`config.mk`:
```
export PLATFORM = sky130hd
export DESIGN_NAME = hazard_ctrl
export DESIGN_NICKNAME = d
export VERILOG_FILES = /design/src/rtl/hazard_ctrl.sv
export SDC_FILE = /design/constraint.sdc
export NUM_CORES = 1
export LEC_CHECK = 0
export ABC_AREA = 0
export BUFFER_PORTS_ARGS = -buffer_cell sky130_fd_sc_hd__buf_2
export CAP_MARGIN = 10
export CORE_MARGIN = 3
export CORE_UTILIZATION = 39
export CTS_BUF_LIST = sky130_fd_sc_hd__clkbuf_2
export DETAILED_ROUTE_END_ITERATION = 12
export PLACE_DENSITY = 0.88
export SLEW_MARGIN = 10
export SYNTH_ARGS = -nofsm -noshare
export SYNTH_HDL_FRONTEND = slang
export SYNTH_SLANG_ARGS = --single-unit
```
`constraint.sdc`:
```
create_clock -name i_clk -period 3.3 [get_ports i_clk]
set_clock_uncertainty 0.15 [all_clocks]
set_input_delay 0.33 -clock i_clk [delete_from_list [all_inputs] [get_ports i_clk]]
set_output_delay 0.33 -clock i_clk [all_outputs]
set_load 0.02 [all_outputs]
```
`src/rtl/hazard_ctrl.sv`:
```
// Pipeline hazard controller: operand forwarding, load-use stall, branch
// redirect flush, and a RUN/MEM_WAIT FSM that freezes the pipe while the data
// memory is busy, with a bounded wait and a sticky timeout flag.
// Optional performance counters are built only when HAZARD_PERF_CNT_EN is defined.
module hazard_ctrl #(
    parameter int ADDR_WIDTH  = 5,
    parameter int MEM_TIMEOUT = 16,
    parameter int CNT_WIDTH   = 32
) (
    input  logic                  i_clk,
    input  logic                  i_rst,
    input  logic [ADDR_WIDTH-1:0] i_rs1_addr_d,
    input  logic [ADDR_WIDTH-1:0] i_rs2_addr_d,
    input  logic [ADDR_WIDTH-1:0] i_rs1_addr_e,
    input  logic [ADDR_WIDTH-1:0] i_rs2_addr_e,
    input  logic [ADDR_WIDTH-1:0] i_rd_addr_e,
    input  logic [1:0]            i_resultsrc_e,
    input  logic                  i_pcsrc_e,
    input  logic [ADDR_WIDTH-1:0] i_rd_addr_m,
    input  logic                  i_regwrite_m,
    input  logic [ADDR_WIDTH-1:0] i_rd_addr_w,
    input  logic                  i_regwrite_w,
    input  logic                  i_dmem_req_m,
    input  logic                  i_dmem_ack_m,
    output logic                  o_stall_f,
    output logic                  o_stall_d,
    output logic                  o_stall_e,
    output logic                  o_stall_m,
    output logic                  o_flush_d,
    output logic                  o_flush_e,
    output logic [1:0]            o_fwd_a_e,
    output logic [1:0]            o_fwd_b_e,
    output logic                  o_mem_wait,
    output logic                  o_mem_err,
    output logic [CNT_WIDTH-1:0]  o_stall_cnt,
    output logic [CNT_WIDTH-1:0]  o_flush_cnt
);

    localparam int WAIT_W = (MEM_TIMEOUT > 2) ? $clog2(MEM_TIMEOUT) : 1;
    localparam logic [WAIT_W-1:0] WAIT_LAST = WAIT_W'(MEM_TIMEOUT - 1);

    typedef enum logic {
        RUN      = 1'b0,
        MEM_WAIT = 1'b1
    } state_t;

    state_t              state_q;
    state_t              state_d;
    logic [WAIT_W-1:0]   wait_cnt_q;
    logic                mem_stall;
    logic                timeout;
    logic                load_use;

    // Forwarding select: memory stage wins over writeback, register 0 never forwards
    always_comb begin
        o_fwd_a_e = 2'b00;
        o_fwd_b_e = 2'b00;
        if (i_regwrite_m && (i_rd_addr_m != '0) && (i_rd_addr_m == i_rs1_addr_e))
            o_fwd_a_e = 2'b10;
        else if (i_regwrite_w && (i_rd_addr_w != '0) && (i_rd_addr_w == i_rs1_addr_e))
            o_fwd_a_e = 2'b01;
        if (i_regwrite_m && (i_rd_addr_m != '0) && (i_rd_addr_m == i_rs2_addr_e))
            o_fwd_b_e = 2'b10;
        else if (i_regwrite_w && (i_rd_addr_w != '0) && (i_rd_addr_w == i_rs2_addr_e))
            o_fwd_b_e = 2'b01;
    end

    // Load in execute whose destination is read by the instruction in decode
    always_comb begin
        load_use = (i_resultsrc_e == 2'b01) && (i_rd_addr_e != '0) &&
                   ((i_rd_addr_e == i_rs1_addr_d) || (i_rd_addr_e == i_rs2_addr_d));
    end

    // State register
    always_ff @(posedge i_clk) begin
        if (i_rst)
            state_q <= RUN;
        else
            state_q <= state_d;
    end

    // Next state, memory stall decode and stall/flush outputs
    always_comb begin
        state_d   = state_q;
        mem_stall = 1'b0;
        timeout   = 1'b0;
        o_stall_f = 1'b0;
        o_stall_d = 1'b0;
        o_stall_e = 1'b0;
        o_stall_m = 1'b0;
        o_flush_d = 1'b0;
        o_flush_e = 1'b0;
        case (state_q)
            RUN: begin
                if (i_dmem_req_m && !i_dmem_ack_m) begin
                    state_d   = MEM_WAIT;
                    mem_stall = 1'b1;
                end
            end
            MEM_WAIT: begin
                if (i_dmem_ack_m) begin
                    state_d = RUN;
                end else if (wait_cnt_q == WAIT_LAST) begin
                    state_d = RUN;
                    timeout = 1'b1;
                end else begin
                    mem_stall = 1'b1;
                end
            end
            default: state_d = RUN;
        endcase

        // Memory stall freezes everything and masks pipeline hazards; once the
        // freeze lifts, hazards held in the frozen stages are resolved normally
        if (mem_stall) begin
            o_stall_f = 1'b1;
            o_stall_d = 1'b1;
            o_stall_e = 1'b1;
            o_stall_m = 1'b1;
        end else if (i_pcsrc_e) begin
            o_flush_d = 1'b1;
            o_flush_e = 1'b1;
        end else if (load_use) begin
            o_stall_f = 1'b1;
            o_stall_d = 1'b1;
            o_flush_e = 1'b1;
        end
    end

    // Wait counter: held at zero in RUN so it starts from zero on entry
    always_ff @(posedge i_clk) begin
        if (i_rst || (state_q == RUN))
            wait_cnt_q <= '0;
        else
            wait_cnt_q <= wait_cnt_q + 1'b1;
    end

    // Sticky timeout flag, cleared only by reset
    always_ff @(posedge i_clk) begin
        if (i_rst)
            o_mem_err <= 1'b0;
        else if (timeout)
            o_mem_err <= 1'b1;
    end

    always_comb begin
        o_mem_wait = (state_q == MEM_WAIT);
    end

`ifdef HAZARD_PERF_CNT_EN
    logic [CNT_WIDTH-1:0] stall_cnt_q;
    logic [CNT_WIDTH-1:0] flush_cnt_q;

    // Performance counters, wrapping naturally at all-ones
    always_ff @(posedge i_clk) begin
        if (i_rst) begin
            stall_cnt_q <= '0;
            flush_cnt_q <= '0;
        end else begin
            if (o_stall_d)
                stall_cnt_q <= stall_cnt_q + 1'b1;
            if (o_flush_e)
                flush_cnt_q <= flush_cnt_q + 1'b1;
        end
    end

    assign o_stall_cnt = stall_cnt_q;
    assign o_flush_cnt = flush_cnt_q;
`else
    assign o_stall_cnt = '0;
    assign o_flush_cnt = '0;
`endif

endmodule

```
# Word-level counts from Yosys, hierarchy flattened

Index checks and enable logic that the tools add are counted.

Flip-flop bits (word level): 6

$add $sub $neg: 1
Eq/ne operators: 8
Multiplexer cells: 19
Bitwise logic cells: 1
Reduce and logical (&&, ||, !) cells: 15

Operators by type and width:

| kind                | count |
|---|---|
| $eq 5x5->1          | 6 |
| $mux 1              | 16 |
| $reduce_bool 5->1   | 3 |
| $logic_and 1x1->1   | 9 |
| $add 4x1->4 const B | 1 |
| $eq 4x4->1 const B  | 1 |
| $mux 2              | 2 |
| $eq 2x1->1 const B  | 1 |
| $logic_or 1x1->1    | 2 |
| $pmux 1 s2          | 1 |
| $logic_not 1->1     | 1 |
| $not 1->1           | 1 |

# Logic depth before layout (Yosys ltp)

Gate-level depths: netlist (run 1).

Depth in word-level cells: 6
Mapped depth: 5

# Worst setup path before layout (run 1)

Ideal clock, no wire load.

Kind: input -> output
Start point: in i_rd_addr_e[2]
End point: out o_stall_f
Arrival: 1.939 ns
Data required time: 2.820 ns
Path slack: 0.881 ns
Cell stages on the path: 5
Path buffers: 1
Cells stage by stage: xor2_1 nor3_1 a22oi_1 o41ai_1 buf_4

Longest elaborated chain between the ends: 6
Elaborated cells between the ends (all ways): 9
Those cells by class: 2 x eq/ne; 3 x mux; 4 x reduce/logical

RTL lines:

| item                                                         | RTL line | RTL |
|---|---|---|
| from (decl)                                                  | 16       | `input logic [ADDR_WIDTH-1:0] i_rd_addr_e,` |
| $eq 5x5->1 / $reduce_bool 5->1 (equally long branches)       | 71, 70   |  |
| $logic_or 1x1->1 / $logic_and 1x1->1 (equally long branches) | 71, 70   |  |
| $logic_and 1x1->1 *                                          | 70       | `load_use = (i_resultsrc_e == 2'b01) && (i_rd_addr_e != '0) &&` |
| $mux 1 * (3 in a row)                                        | -        |  |
| to (decl)                                                    | 25       | `output logic o_stall_f,` |

Every way passes the cells marked *; elsewhere a longest branch is shown, timed or not.

# Worst setup path in the final report (run 1)

Start point: reg wait_cnt_q[0]
End point: out o_flush_e

Longest elaborated chain between the ends: 5

RTL lines:

| item                   | RTL line | RTL |
|---|---|---|
| from (decl)            | 49       | `logic [WAIT_W-1:0] wait_cnt_q;` |
| from (signal assigned) | 135      | `wait_cnt_q <= wait_cnt_q + 1'b1;` |
| $eq 4x4->1             | 103      | `end else if (wait_cnt_q == WAIT_LAST) begin` |
| $mux 1                 | 103      |  |
| $mux 1                 | 101      | `if (i_dmem_ack_m) begin` |
| $pmux 1 s2             | 93       | `case (state_q)` |
| $mux 1                 | 115      | `if (mem_stall) begin` |
| to (decl)              | 30       | `output logic o_flush_e,` |

No other way between the ends.

==> metrics.md, run 1 <==
| Metric | Value |
|---|---|
| Status | completed |
| GRT Util Overall | 11.7% |
| Flip-flop and latch count after synthesis | 6 |
| Slowest-stage cell, CP | sky130_fd_sc_hd__dfxtp_1 |
| Type of element launching the critical path | flip-flop |
| CTS sink count | 6 |
| Height of the die | 60.2 µm |
| Longest individual stage delay on the worst path | 350 ps |
| Top library cells by usage in the layout, fill and taps aside | sky130_fd_sc_hd__conb_1, sky130_fd_sc_hd__buf_2, sky130_fd_sc_hd__xor2_1 |
| Estimated wirelength of the detail-placed design | 2250 µm |
| Classification of the worst-slack hold path | in -> reg |
| Number of detailed-routing iterations run before antenna repair | 4 |
| Vias in the first global route | 828 |
| Share of Yosys cell area claimed by the top area cell type | 43.3% |
| Pin count of the biggest net entering global routing | 5 |
| Global route total overflow | 0 |
| Worst-Skew Late Latency | 210 ps |
| Most frequent standard cell in the layout excluding fill and tap cells | sky130_fd_sc_hd__conb_1 |
| Port bufs | 55 |
| Gate count of the mapped netlist | 145 |
| Max cap viols | 0 |
| Crit. End Element | output pin |
| Worst path required time | 2820 ps |
| Number of nets still failing antenna checks after routing | 0 |
| Cell area after synthesis | 1140 µm² |
| Effective utilization at floorplan | 41.1% |
| DP Cell Count | 228 |
| Max VDD drop | 0.000280 V |
| H-tree Lvls | 1 |
| Area leader, netlist | sky130_fd_sc_hd__buf_4 |
| Share of synthesized registers carrying an async set or reset | 0% |
| Standard-cell rows | 19 |
| Residual DRC | 0 |
| Wire length of the first global-routing pass | 3330 µm |
| Number of antenna cells inserted | 0 |
| Data arrival, critical path | 1790 ps |
| Layout cells sized above 1 | 31.0% |
| Setup TNS | 0 ps |
| Count of cell instances traversed by the critical path | 6 |
| Setup-failing EPs final | 0 |
| GPL Wtd Cong | 0.744 |
| Time the worst path needs with I/O delays and setup | 2270 ps |
| CTS tree | yes |
| Crit path kind | reg -> out |
| Cell area power density | 235 nW/µm² |
| Initial antenna violation count | 0 |
| Critical path buffers and inverters | 2 |
| Number of non-filler instances in the completed layout | 231 |
| Sequential element share of the synthesized area | 10.5% |
| Unrepaired setup endpoints after global routing | no |
| Number of vias after detailed routing | 941 |
| Leading register cell type out of synthesis | sky130_fd_sc_hd__dfxtp_1 |
| Crit path max fanout | 4 |
| LEAKAGE | 0.700 nW |
| Number of buffers created by CTS | 3 |
| Cell family with most CP delay | simple AND/OR/NAND/NOR gates |
| Count of nets after finishing | 247 |
| Synth warn | 0 |
| Largest buffer count on any clock path | 2 |
| Core box area | 2780 µm² |
| Clock root buffer | sky130_fd_sc_hd__clkbuf_2 |
| Clock transition at the registers of the reported paths | 60 ps |
| Area enclosed by the die boundary | 3620 µm² |
| Hold path depth | 2 |
| Setup Fix Bufs, Post-CTS | 0 |
| Layout-stage area growth over the synthesis result | 6.13% |
| Critical Path, Cell by Cell | ha_1 > and4_1 > or3_1 > inv_1 > o41ai_1 > buf_2 |
| PostCTS Resize Cnt | 0 |
| Synth top area cells | sky130_fd_sc_hd__buf_4, sky130_fd_sc_hd__xor2_1, sky130_fd_sc_hd__dfxtp_1, sky130_fd_sc_hd__xnor2_1, sky130_fd_sc_hd__nor2_1 |
| Number of flops mapped to enable cells by yosys | 0 |
| Count of unique library cells instantiated by Yosys | 23 |
| Total detailed-routing wirelength | 2400 µm |
| Fraction of the core area covered by cells at the end of the flow | 43.6% |
| Routed WL per cell | 10.4 µm |
| Share of the clock period used by the worst path | 68.8% |
| Violation count after the first detailed-route iteration | 20 |
| Count of pins over their slew limit | 0 |
| Hold violation total from the final report | 0 |
| Maximum clock frequency | 441 MHz |
| Chip width | 60.2 µm |
| Ratio of routed vias to standard cells | 4.07 |
| Top-level port count | 120 |
| Mapped Avg Cell Area | 7.89 µm² |
| Number of hold-repair buffers added at the cts stage | 0 |
| R2R cell count | 4 |
routing by layer:
metal	vias to the layer above	share of wire, %	global-route usage [%]
met4	0	1.7	5.70
met3	6	9.6	1.08
met2	57	58	24.1
li1	452	-	-
met1	426	31	11.2
met5	-	0	0
metrics by stage:
step                setup slack [ps]  power [mW]  hold WS, ps  cell area (µm²)
finish                          1030       0.285          151             1210
detailed placement              1100       0.237          298             1200
CTS                              985       0.287          142             1210
global placement                1170       0.234          278             1200
floorplan                        881       0.247          252             1380
global route                     879       0.303          150             1210
cell usage after synthesis (all sizes together), types with 2 or more instances:
library cell	n
buf	66
xor2	25
nor2	10
xnor2	7
dfxtp	6
or4	5
inv	4
nor4	4
nand3	3
nand2b	2
nor3	2
o21ai	2
o41ai	2
kinds of logic (layout without fill, tap and decap cells):
group	Yosys count	after routing	synth area share [%]
AND/OR/NAND/NOR	29	29	15.1
XOR/XNOR	32	32	24.5
adder cells (fa/ha/maj)	1	1	1.09
flip-flops	6	6	10.5
AO/OA/AOI/OAI	6	6	3.83
buffers and inverters	70	62	44.6
other	1	64	0.328
worst paths after layout:
| kind | slack, ps | end | startpoint |
|---|---|---|---|
| setup reg to reg | 1830 | o_mem_wait | wait_cnt_q[0] |
| setup / recovery | 1030 | o_flush_e | wait_cnt_q[0] |
| hold / removal | 150 | o_mem_err | i_rst |
| hold reg to reg | 300 | wait_cnt_q[0] | wait_cnt_q[0] |
power breakdown:
group | internal, mW | switching, mW | leakage, nW
Sequential | 0.0735 | 0.000854 | 0.0486
Clock | 0.0246 | 0.0234 | 0.0125
Combinational | 0.0462 | 0.117 | 0.639
cell type report:
cell class                      count  area (µm²)
Tap cell                           31        38.8
Inverter                            4        15.0
Clock buffer                        3        15.0
Fill cell                         304        1570
Multi-Input combinational cell    132         749
Timing Repair Buffer               55         275
Sequential cell                     6         120
registers in the layout, summed over array words and instances, names as in the netlist:
signal      flops
o_mem_err       1
o_mem_wait      1
wait_cnt_q      4
(Power assumes the default switching activity.)
==> run 2: changes to the inputs <==
--- a/config.mk
+++ b/config.mk
@@ -5,14 +5,14 @@
 export SDC_FILE = /design/constraint.sdc
 export NUM_CORES = 1
 export LEC_CHECK = 0
-export ABC_AREA = 0
+export ABC_AREA = 1
 export BUFFER_PORTS_ARGS = -buffer_cell sky130_fd_sc_hd__buf_2
 export CAP_MARGIN = 10
 export CORE_MARGIN = 3
-export CORE_UTILIZATION = 39
+export CORE_UTILIZATION = 34
 export CTS_BUF_LIST = sky130_fd_sc_hd__clkbuf_2
 export DETAILED_ROUTE_END_ITERATION = 12
-export PLACE_DENSITY = 0.88
+export PLACE_DENSITY = 0.79
 export SLEW_MARGIN = 10
 export SYNTH_ARGS = -nofsm -noshare
 export SYNTH_HDL_FRONTEND = slang
==> constraint.sdc (replaced) <==
create_clock -name i_clk -period 2.05 [get_ports i_clk]
set_clock_uncertainty 0.15 [all_clocks]
set_input_delay 0.205 -clock i_clk [delete_from_list [all_inputs] [get_ports i_clk]]
set_output_delay 0.205 -clock i_clk [all_outputs]
set_load 0.02 [all_outputs]
==> run 2 against run 1 <==
Die area rose by 23%; design area rose by 11%; synthesized cell count rose by 34%; cell count rose by 28%; highest routed layer is now met3.
==> metrics.md, run 2 <==
| Metric | Value |
|---|---|
| Clock root buffer | sky130_fd_sc_hd__clkbuf_2 |
| Standard-cell rows | 21 (+2) |
| Height of the die | 66.7 µm (+11%) |
| Area of placed instances | 1330 µm² (+11%) |
| Number of non-filler instances in the completed layout | 296 (+28%) |
| Count of pins over their slew limit | 0 (unchanged) |
| Time the worst path needs with I/O delays and setup | 1780 ps |
| Port bufs | 55 (unchanged) |
| Critical Path, Cell by Cell | ha_1 > nand2_1 > clkinv_1 > nand3_2 > nand2_2 > inv_2 > nor2_2 > inv_1 > nand2_1 > buf_2 |
| Number of flops mapped to enable cells by yosys | 0 (unchanged) |
| Residual DRC | 0 (unchanged) |
| CTS sink count | 6 (unchanged) |
| Share of the clock period used by the worst path | 87.1% |
| Most used standard cells in the synthesized netlist | sky130_fd_sc_hd__buf_4, sky130_fd_sc_hd__nand2_1, sky130_fd_sc_hd__nor2_1 |
| Violation count after the first detailed-route iteration | 58 (+190%) |
| Number of nets still failing antenna checks after routing | 0 (unchanged) |
| Worst-Skew Late Latency | 210 ps (about the same) |
| Number of hold-repair buffers added at the cts stage | 0 (unchanged) |
| Number of antenna cells inserted | 0 (unchanged) |
| Effective utilization at floorplan | 36.4% (-4.7 points) |
| Sequential element share of the synthesized area | 9.58% (-0.92 points) |
| GPL Wtd Cong | 0.816 (+9.7%) |
| Classification of the worst-slack hold path | in -> reg |
| Setup Fix Bufs, Post-CTS | 0 (unchanged) |
| Unrepaired setup endpoints after global routing | no |
| Global route total overflow | 0 (unchanged) |
| Share of synthesized registers carrying an async set or reset | 0% (unchanged) |
| Total detailed-routing wirelength | 2400 µm (+0.12%) |
| Top library cells by usage in the layout, fill and taps aside | sky130_fd_sc_hd__conb_1, sky130_fd_sc_hd__buf_2, sky130_fd_sc_hd__nand2_1 |
| Pin count of the biggest net entering global routing | 6 (+1) |
| Gate count of the mapped netlist | 195 (+34%) |
| Estimated wirelength of the detail-placed design | 2220 µm (-1.3%) |
| Chip width | 66.7 µm (+11%) |
| Core box area | 3440 µm² (+24%) |
| Number of detailed-routing iterations run before antenna repair | 6 (+2) |
| Area leader, netlist | sky130_fd_sc_hd__buf_4 |
| Synth warn | 0 (unchanged) |
| Slowest-stage cell, CP | sky130_fd_sc_hd__dfxtp_1 |
| Count of unique library cells instantiated by Yosys | 23 (unchanged) |
| Max reg flops | 4 (unchanged) |
| Crit path max fanout | 4 (unchanged) |
| Top-level port count | 120 (unchanged) |
| Status | completed |
| Initial antenna violation count | 0 (unchanged) |
| Cell area after synthesis | 1250 µm² (+9.6%) |
| Hold_ws | 28.3 ps (-123 ps) |
| Max VDD drop | 0.000112 V (-60%) |
| Flip-flop and latch count after synthesis | 6 (unchanged) |
| Max cap viols | 0 (unchanged) |
| Area enclosed by the die boundary | 4450 µm² (+23%) |
| Crit path kind | reg -> out |
| GRT Util Overall | 10.2% (-1.6 points) |
| Number of buffers created by CTS | 3 (unchanged) |
| Routed WL per cell | 8.12 µm (-22%) |
| Cell area power density | 358 nW/µm² (+52%) |
| CTS tree | yes |
| Hold violation total from the final report | 0 (unchanged) |
| Vias in the first global route | 936 (+13%) |
| Count of nets after finishing | 297 (+20%) |
| Critical path's most frequent cell | sky130_fd_sc_hd__nand2_1 |
| Setup-failing EPs final | 0 (unchanged) |
| Wire length of the first global-routing pass | 3790 µm (+14%) |
| Layout-stage area growth over the synthesis result | 7.09% |
| Type of element launching the critical path | flip-flop |
| Maximum clock frequency | 560 MHz |
| Ratio of routed vias to standard cells | 3.73 (-8.5%) |
| Post-route cell area | 1340 µm² (+11%) |
| Worst path required time | 1690 ps (-1130 ps) |
| Number of vias after detailed routing | 1103 (+17%) |
| Largest Register | wait_cnt_q |
| Share of Yosys cell area claimed by the top area cell type | 39.5% (-3.8 points) |
| Crit. End Element | output pin |
| PostCTS Resize Cnt | 0 (unchanged) |
| H-tree Lvls | 1 (unchanged) |
| Synth top area cells | sky130_fd_sc_hd__buf_4, sky130_fd_sc_hd__xnor2_1, sky130_fd_sc_hd__dfxtp_1, sky130_fd_sc_hd__nand2_1, sky130_fd_sc_hd__nor2_1 |
| Largest buffer count on any clock path | 2 (unchanged) |
| LEAKAGE | 0.829 nW (+19%) |
| Mapped Avg Cell Area | 6.43 µm² (-18%) |
| Leading register cell type out of synthesis | sky130_fd_sc_hd__dfxtp_1 |
| Dominant cell by count in the synthesized netlist | sky130_fd_sc_hd__buf_4 |
| Data arrival, critical path | 1430 ps (-360 ps) |
| Longest individual stage delay on the worst path | 360 ps (about the same) |
| Setup TNS | 0 ps (unchanged) |
| Most frequent standard cell in the layout excluding fill and tap cells | sky130_fd_sc_hd__conb_1 |
| Clock transition at the registers of the reported paths | 60 ps (about the same) |
| Layout cells sized above 1 | 27.2% (-3.8 points) |
| DP Cell Count | 293 (+29%) |
## run 2: through the flow
| stage | utilization, % | worst slack (ps) | power (mW) |
|---|---|---|---|
| 6_report | 39.0 | 265 | 0.481 |
| 3_3_place_gp | 38.6 | 568 | 0.399 |
| 5_1_grt | 39.0 | 33.8 | 0.524 |
| 4_1_cts | 39.0 | 253 | 0.483 |
| 3_5_place_dp | 38.6 | 504 | 0.401 |
| 2_1_floorplan | - | 409 | 0.416 |
## run 2: cell families (layout without fill, tap and decap cells)
logic type / after synthesis / in the layout / share of synthesized area, %
buf+inv: 86 / 78 / 45.5
flops: 6 / 6 / 9.58
simple gates: 76 / 76 / 26.7
fa+ha+maj: 1 / 1 / 0.998
compound gates: 3 / 3 / 1.50
xor+xnor: 22 / 22 / 15.4
other cells: 1 / 64 / 0.299
## run 2: report_power, final
part / switching (mW) / internal (mW) / total, mW
combinational: 0.199 / 0.0822 / 0.281
clock: 0.0396 / 0.0397 / 0.0793
sequential: 0.00176 / 0.118 / 0.120
total: 0.241 / 0.240 / 0.481
## run 2: layout make-up
| type | instances | area [µm²] |
|---|---|---|
| fillers | 389 | 2100 |
| flip-flops and latches | 6 | 120 |
| repair buffers | 55 | 275 |
| clock buffers | 3 | 15.0 |
| inverters | 20 | 75.1 |
| well taps | 46 | 57.6 |
| multi-input cells | 166 | 800 |
## run 2: path summary, 6_finish.rpt
path,startpoint,end,slack (ps),depth (start not counted)
max,wait_cnt_q[0],o_flush_e,270,10
min,i_rst,o_mem_wait,30,2
max reg2reg,wait_cnt_q[0],o_mem_err,850,7
min reg2reg,wait_cnt_q[0],wait_cnt_q[0],310,1
## run 2: critical path: cells and delay by family, from the launching register on
| family | cells | cell delay [ps] |
|---|---|---|
| fa+ha+maj | 1 | 180 |
| flops | 1 | 360 |
| simple gates | 5 | 370 |
| buf+inv | 4 | 300 |
## run 2: layer usage
metal,wire length (µm),share of wire (%),track usage (%),vias to the layer above
li1,-,-,-,570
met1,861,36,12.9,470
met2,1240,51,18.8,63
met3,306,13,0.843,0
met4,0,0,1.52,0
met5,0,0,0,-
